**src/rtl/program_loader_if.sv**
```systemverilog
// Boot-loader bundle: UART byte stream in, transmit requests out, instruction-memory
// write port out, plus status and a state debug tap.
interface program_loader_if #(
    parameter int ADDR_WIDTH = 14
);
    // Handshake: rx_ready is a one-cycle valid with no back-pressure, so rdata/ferr
    // are consumed in that same cycle. tx_start is a one-cycle request that is only
    // raised while tx_busy is low, and sdata is held until the next request.
    logic                  start;
    logic                  rx_ready;
    logic [7:0]            rdata;
    logic                  ferr;
    logic                  tx_busy;
    logic                  tx_start;
    logic [7:0]            sdata;
    logic                  imem_we;
    logic [ADDR_WIDTH-1:0] imem_addr;
    logic [31:0]           imem_wd;
    logic                  done;
    logic                  error;
    logic [2:0]            state;

    modport master (
        input  start, rx_ready, rdata, ferr, tx_busy,
        output tx_start, sdata, imem_we, imem_addr, imem_wd, done, error, state
    );

    modport slave (
        output start, rx_ready, rdata, ferr, tx_busy,
        input  tx_start, sdata, imem_we, imem_addr, imem_wd, done, error, state
    );
endinterface

```
**src/rtl/program_loader.sv**
```systemverilog
// Receives a size-prefixed program image over UART and writes it word by word
// into instruction memory, bracketed by 0x99 / 0xaa handshake bytes.
module program_loader #(
    parameter int ADDR_WIDTH = 14
) (
    input  logic              clock,
    input  logic              reset,
    program_loader_if.master  bus
);
    typedef enum logic [2:0] {
        IDLE      = 3'd0,
        SEND_SYNC = 3'd1,
        RECV_SIZE = 3'd2,
        RECV_PROG = 3'd3,
        SEND_ACK  = 3'd4,
        DONE      = 3'd5,
        ERROR     = 3'd6
    } state_t;

    localparam logic [32:0] MAX_BYTES = 33'd4 << ADDR_WIDTH;

    state_t                state_q, state_n;
    logic [1:0]            cnt_q, cnt_n;
    logic [31:0]           size_q, size_n;
    logic [31:0]           word_q, word_n;
    logic [ADDR_WIDTH-1:0] waddr_q, waddr_n;
    logic                  tx_start_q, tx_start_n;
    logic [7:0]            sdata_q, sdata_n;
    logic                  we_q, we_n;
    logic [ADDR_WIDTH-1:0] addr_q, addr_n;
    logic [31:0]           wd_q, wd_n;
    logic                  done_q, done_n;
    logic                  error_q, error_n;

    logic [31:0]           size_full;
    logic [31:0]           word_full;
    logic                  last_word;

    // Bytes arrive least-significant first, so each one shifts in from the top.
    assign size_full = {bus.rdata, size_q[31:8]};
    assign word_full = {bus.rdata, word_q[31:8]};
    assign last_word = (({1'b0, waddr_q} + (ADDR_WIDTH+1)'(1)) == size_q[ADDR_WIDTH+2:2]);

    always_ff @(posedge clock) begin
        if (reset) begin
            state_q    <= IDLE;
            cnt_q      <= '0;
            size_q     <= '0;
            word_q     <= '0;
            waddr_q    <= '0;
            tx_start_q <= 1'b0;
            sdata_q    <= '0;
            we_q       <= 1'b0;
            addr_q     <= '0;
            wd_q       <= '0;
            done_q     <= 1'b0;
            error_q    <= 1'b0;
        end else begin
            state_q    <= state_n;
            cnt_q      <= cnt_n;
            size_q     <= size_n;
            word_q     <= word_n;
            waddr_q    <= waddr_n;
            tx_start_q <= tx_start_n;
            sdata_q    <= sdata_n;
            we_q       <= we_n;
            addr_q     <= addr_n;
            wd_q       <= wd_n;
            done_q     <= done_n;
            error_q    <= error_n;
        end
    end

    always_comb begin
        state_n    = state_q;
        cnt_n      = cnt_q;
        size_n     = size_q;
        word_n     = word_q;
        waddr_n    = waddr_q;
        tx_start_n = 1'b0;
        sdata_n    = sdata_q;
        we_n       = 1'b0;
        addr_n     = addr_q;
        wd_n       = wd_q;
        done_n     = done_q;
        error_n    = error_q;

        case (state_q)
            IDLE: begin
                if (bus.start) state_n = SEND_SYNC;
            end
            SEND_SYNC: begin
                if (!bus.tx_busy && !tx_start_q) begin
                    tx_start_n = 1'b1;
                    sdata_n    = 8'h99;
                    state_n    = RECV_SIZE;
                end
            end
            RECV_SIZE: begin
                if (bus.rx_ready) begin
                    if (bus.ferr) begin
                        state_n = ERROR;
                        error_n = 1'b1;
                    end else begin
                        size_n = size_full;
                        cnt_n  = cnt_q + 2'd1;
                        if (cnt_q == 2'd3) begin
                            cnt_n = '0;
                            if (size_full == 32'd0) begin
                                state_n = SEND_ACK;
                            end else if (size_full[1:0] != 2'b00 ||
                                         {1'b0, size_full} > MAX_BYTES) begin
                                state_n = ERROR;
                                error_n = 1'b1;
                            end else begin
                                waddr_n = '0;
                                state_n = RECV_PROG;
                            end
                        end
                    end
                end
            end
            RECV_PROG: begin
                if (bus.rx_ready) begin
                    if (bus.ferr) begin
                        state_n = ERROR;
                        error_n = 1'b1;
                    end else begin
                        word_n = word_full;
                        cnt_n  = cnt_q + 2'd1;
                        if (cnt_q == 2'd3) begin
                            we_n    = 1'b1;
                            addr_n  = waddr_q;
                            wd_n    = word_full;
                            waddr_n = waddr_q + ADDR_WIDTH'(1);
                            if (last_word) state_n = SEND_ACK;
                        end
                    end
                end
            end
            SEND_ACK: begin
                if (!bus.tx_busy && !tx_start_q) begin
                    tx_start_n = 1'b1;
                    sdata_n    = 8'haa;
                    state_n    = DONE;
                end
            end
            // done trails the 0xaa request by one cycle because it is set from DONE.
            DONE: begin
                done_n = 1'b1;
            end
            ERROR: begin
                error_n = 1'b1;
            end
            default: begin
                state_n = IDLE;
            end
        endcase
    end

    assign bus.tx_start  = tx_start_q;
    assign bus.sdata     = sdata_q;
    assign bus.imem_we   = we_q;
    assign bus.imem_addr = addr_q;
    assign bus.imem_wd   = wd_q;
    assign bus.done      = done_q;
    assign bus.error     = error_q;
    assign bus.state     = state_q;
endmodule

```
**src/flat_wrapper.sv**
```systemverilog
// flat-port wrapper written by rule: the top's interface ports become plain ports
module program_loader_flat 
#(
    parameter int ADDR_WIDTH = 14
)
  (clock, reset, bus_start, bus_rx_ready, bus_rdata, bus_ferr, bus_tx_busy, bus_tx_start, bus_sdata, bus_imem_we, bus_imem_addr, bus_imem_wd, bus_done, bus_error, bus_state);
  program_loader_if #(.ADDR_WIDTH(ADDR_WIDTH)) bus_i ();
  input  logic clock;
  input  logic reset;
  input wire logic [$bits(bus_i.start)-1:0] bus_start;
  input wire logic [$bits(bus_i.rx_ready)-1:0] bus_rx_ready;
  input wire logic [$bits(bus_i.rdata)-1:0] bus_rdata;
  input wire logic [$bits(bus_i.ferr)-1:0] bus_ferr;
  input wire logic [$bits(bus_i.tx_busy)-1:0] bus_tx_busy;
  output wire logic [$bits(bus_i.tx_start)-1:0] bus_tx_start;
  output wire logic [$bits(bus_i.sdata)-1:0] bus_sdata;
  output wire logic [$bits(bus_i.imem_we)-1:0] bus_imem_we;
  output wire logic [$bits(bus_i.imem_addr)-1:0] bus_imem_addr;
  output wire logic [$bits(bus_i.imem_wd)-1:0] bus_imem_wd;
  output wire logic [$bits(bus_i.done)-1:0] bus_done;
  output wire logic [$bits(bus_i.error)-1:0] bus_error;
  output wire logic [$bits(bus_i.state)-1:0] bus_state;
  assign bus_i.start = bus_start;
  assign bus_i.rx_ready = bus_rx_ready;
  assign bus_i.rdata = bus_rdata;
  assign bus_i.ferr = bus_ferr;
  assign bus_i.tx_busy = bus_tx_busy;
  assign bus_tx_start = bus_i.tx_start;
  assign bus_sdata = bus_i.sdata;
  assign bus_imem_we = bus_i.imem_we;
  assign bus_imem_addr = bus_i.imem_addr;
  assign bus_imem_wd = bus_i.imem_wd;
  assign bus_done = bus_i.done;
  assign bus_error = bus_i.error;
  assign bus_state = bus_i.state;
  program_loader #(.ADDR_WIDTH(ADDR_WIDTH)) u_core (.clock(clock), .reset(reset), .bus(bus_i));
endmodule
```
**config.mk**
```make
export PLATFORM = sky130hd
export DESIGN_NAME = program_loader_flat
export DESIGN_NICKNAME = d
export VERILOG_FILES = /design/src/rtl/program_loader_if.sv /design/src/rtl/program_loader.sv /design/src/flat_wrapper.sv
export SDC_FILE = /design/constraint.sdc
export NUM_CORES = 1
export LEC_CHECK = 0
export ABC_AREA = 0
export BUFFER_PORTS_ARGS = -buffer_cell sky130_fd_sc_hd__buf_2
export CAP_MARGIN = 20
export CORE_MARGIN = 1
export CORE_UTILIZATION = 25
export CTS_CLUSTER_SIZE = 10
export DETAILED_ROUTE_END_ITERATION = 12
export GPL_TIMING_DRIVEN = 0
export HOLD_SLACK_MARGIN = 0.1
export SLEW_MARGIN = 20
export SYNTH_ARGS = -nofsm -noshare
export SYNTH_HDL_FRONTEND = slang
export SYNTH_SLANG_ARGS = --single-unit
export TNS_END_PERCENT = 30
```
**constraint.sdc**
```tcl
create_clock -name clock -period 2.3 [get_ports clock]
set_input_delay 0.23 -clock clock [delete_from_list [all_inputs] [get_ports clock]]
set_output_delay 0.23 -clock clock [all_outputs]
set_load 0.02 [all_outputs]
```
==> flow_summary_export.csv <==
group,metric,value,unit
status,status,"completed",
logic_synthesis,synth_seq_cells,126,
sta,fin_skew,0.00799,ns
cts,h-tree-depth,4,
logic_synthesis,async_flop_share,0,%
die,coreArea,21000,um2
sta,worst_slew_pin_slew,0.620,ns
routing,vias,5138,
routing,wirelength,15600,um
global_routing,grt-ovfl-total,0,
logic_synthesis,synth-edff-count,0,
setup_path,critPathKind,"register to register",
layout,fill_cells,2278,
worst_hold_path,hold_end,"u_core.bus.imem_wd[28]",
setup_path,rr_startpoint,"u_core.waddr_q[0]",
setup_path,cp_slowest_cell,"or4_4",
setup_path,startpoint_type,"register",
logic_synthesis,synthCells,700,
setup_path,path_cells,"buf_2 -> nand4_1 -> or4_4 -> xnor2_1 -> o2111ai_1 -> o31a_1 -> mux2i_1",
cts,insertion_delay,0.42,ns
die,start_util,25.4,%
sta,min_period_over_period,97.4,%
setup_path,r2r_end,"u_core.bus.state[1]",
logic_synthesis,synth.distinct_cells,46,
global_routing,track_usage,14.6,%
place,hpwl,11000,um
setup_path,path_delay_family,"simple AND/OR/NAND/NOR gates",
setup_path,required,2.61,ns
layout,area_growth,26.8,%
sta,report.final.slew_viol_count,0,
cts,cts_buffer_depth,2,
power,ir_worst_vdd,0.569,mV
global_routing,grt_max_degree,17,
setup_path,critPathBufInv,1,
die,io_pins,75,
die,dieArea,21900,um2
die,die_x,148,um
setup_path,r2r_cells,7,
cts,cts_tree,"built",
layout,drive_gt1_share,17.1,%
logic_synthesis,ys_seq_area_share,47.3,%
cts,path_clk_slew,0.06,ns
worst_hold_path,hp-start,"bus_rdata[4]",
cts,cts_buffers,17,
place,place_inst,1047,
cts,clockRootBuffer,"clkbuf_16",
logic_synthesis,syn_area,5330,um2
logic_synthesis,ys.flop_type,"dfxtp_1",
worst_hold_path,min_path_type,"input pin to register",
sta,setup_viol,0,
place,port_buffers,71,
setup_path,regToRegSetupSlack,0.06,ns
job,drv_cap,0,
layout,fin_cells,1084,
sta,period_minus_slack,2.24,ns
sta,rsz0062_at_grt,"yes",
logic_synthesis,synth_warnings,0,
setup_path,arrival,2.55,ns
setup_path,cp_max_fo,7,
layout,seqCellArea,2520,um2
layout,multi_input_area,2590,um2
setup_path,crit_path_end_kind,"register",
routing,ant_nets,0,
sta,tns,0,ns
setup_path,worst_path_largest_cell_delay,0.50,ns
die,die_y,148,um
layout,antenna_cells,0,
routing,drt_first_pass_iters,5,
routing,drc,0,
power,p_leak,2.50,nW
routing,via_per_inst,4.74,
global_routing,grt_pass1_wl,25000,um
cts,cts_sinks,126,
global_routing,grt_pass1_vias,4801,
layout,nets,813,
routing,drt_iter0_markers,386,
layout,postLayoutCoreUtil,32.3,%
sta,max-slew-margin-rel,58.7,%
power,power_density,839,nW/um2
worst_hold_path,hold_depth,3,
power,power,5.67,mW
place,gp_congestion,0.848,
sta,max_freq,446,MHz
die,rows,53,
routing,wl_per_cell,14.4,um
sta,finalHoldViolCount,0,
logic_synthesis,synth.avg_cell_area,7.62,um2
global_routing,antenna_found_initial,0,
==> metal layers <==
layer / GRT usage (%) / share of wire (%)
met1: 18.4 / 45
met2: 23.5 / 47
met3: 3.52 / 5.8
met4: 6.60 / 2.2
met5: 0 / 0
==> registers in the layout, summed over array words and instances (netlist names), 2 cells and up <==
register              flops
u_core.word_q            24
u_core.bus.imem_wd       32
u_core.size_q            30
u_core.bus.imem_addr     14
u_core.bus.state          3
u_core.waddr_q           14
u_core.cnt_q              2
u_core.bus.sdata          3
==> cell usage in the layout (no fill, tap or decap), types with 4 or more instances in the layout <==
cell / netlist / routed
nor4_1: 10 / 9
a21oi_1: 126 / 125
nand3_1: 14 / 13
inv_1: 7 / 7
nand2_1: 221 / 221
nor3_1: 9 / 7
dfxtp_1: 126 / 126
nor2_1: 24 / 24
xnor2_1: 14 / 14
clkinv_4: 0 / 4
dlygate4sd3_1: 0 / 7
buf_4: 5 / 6
o31ai_1: 13 / 13
o21ai_0: 5 / 5
and3_1: 6 / 5
clkbuf_16: 0 / 17
nor2b_1: 7 / 7
xor2_1: 7 / 7
clkbuf_2: 0 / 6
clkbuf_1: 38 / 30
or3_1: 5 / 5
buf_2: 12 / 82
nand4_1: 8 / 8
==> through the flow <==
stage	setup WS, ns	hold slack, ns	area (um2)
after floorplan	0.233	0.366	5340
after detailed placement	-0.295	0.444	6030
after global placement	-0.272	0.441	6030
after CTS	0.0106	0.101	6720
final	0.0589	0.109	6760
after global routing	-0.0700	0.126	6760
==> kinds of logic (layout without fill, tap and decap cells) <==
kind of cell,count (synthesis),after routing,share of synthesized area (%)
other,1,2,0.0703
AND/OR/NAND/NOR,321,321,26.1
buffers and inverters,63,171,5.07
flip-flops,126,126,47.3
adder cells (fa/ha/maj),3,3,0.704
AO/OA/AOI/OAI,163,163,16.9
multiplexers,2,2,0.376
XOR/XNOR,21,21,3.45
==> report_power, final <==
group / total [mW] / internal (mW) / leakage, nW / switching [mW]
registers: 2.28 / 2.23 / 1.02 / 0.0491
logic: 0.672 / 0.221 / 1.19 / 0.451
clock network: 2.72 / 1.71 / 0.292 / 1.01
total: 5.67 / 4.16 / 2.50 / 1.51
==> worst reg2reg max path, cell delays in order, from the launching register on <==
cell       delay (ns)
dfxtp_1          0.35
buf_2            0.20
nand4_1          0.23
or4_4            0.50
xnor2_1          0.17
o2111ai_1        0.19
o31a_1           0.34
mux2i_1          0.15
==> layout make-up <==
type	count	area share [%]
Buffer	54	3.81
Clock buffer	19	6.40
Tap cell	275	5.09
Timing Repair Buffer	78	6.29
Clock inverter	13	2.44
Sequential cell	126	37.3
Inverter	7	0.389
Multi-Input combinational cell	512	38.3
==> how the worst max path moves through the flow <==
| stage | from | to | slack, ns | depth (start not counted) |
|---|---|---|---|---|
| 6_report | u_core.waddr_q[0] | u_core.bus.state[1] | 0.06 | 7 |
| 5_1_grt | u_core.waddr_q[1] | u_core.bus.state[1] | -0.07 | 7 |
| 4_1_cts | u_core.waddr_q[0] | u_core.bus.state[1] | 0.01 | 7 |
| 3_5_place_dp | u_core.bus.state[1] | u_core.bus.imem_wd[18] | -0.29 | 10 |
| 3_3_place_gp | u_core.bus.state[1] | u_core.bus.imem_wd[15] | -0.27 | 10 |
| 2_1_floorplan | u_core.bus.state[1] | u_core.bus.imem_wd[10] | 0.23 | 10 |
==> cell usage after synthesis (all sizes together) (3+ instances only) <==
library cell	count	area share [%]
o31ai	13	1.8
nand2	221	16
ha	3	0.70
xnor2	14	2.3
nor4	10	1.2
nor2b	7	0.82
dfxtp	126	47
nand3	14	1.3
or3	5	0.59
nor3	9	0.84
a31oi	3	0.35
and3	6	0.70
inv	7	0.49
buf	18	1.9
xor2	7	1.1
a21oi	126	12
o21ai	6	0.56
nor2	25	1.8
clkbuf	38	2.7
o211ai	3	0.42
nand4	9	1.2
and2	3	0.35
==> repair_timing <==
item                                    4_1_cts  5_1_grt
resized for setup                            12       16
hold buffers                                  7        0
pin swaps                                     0        2
setup buffers                                 0        0
endpoints found under the setup margin       74       76
endpoints found under the hold margin        16        0
No activity file was read; power rests on OpenSTA's default activity.
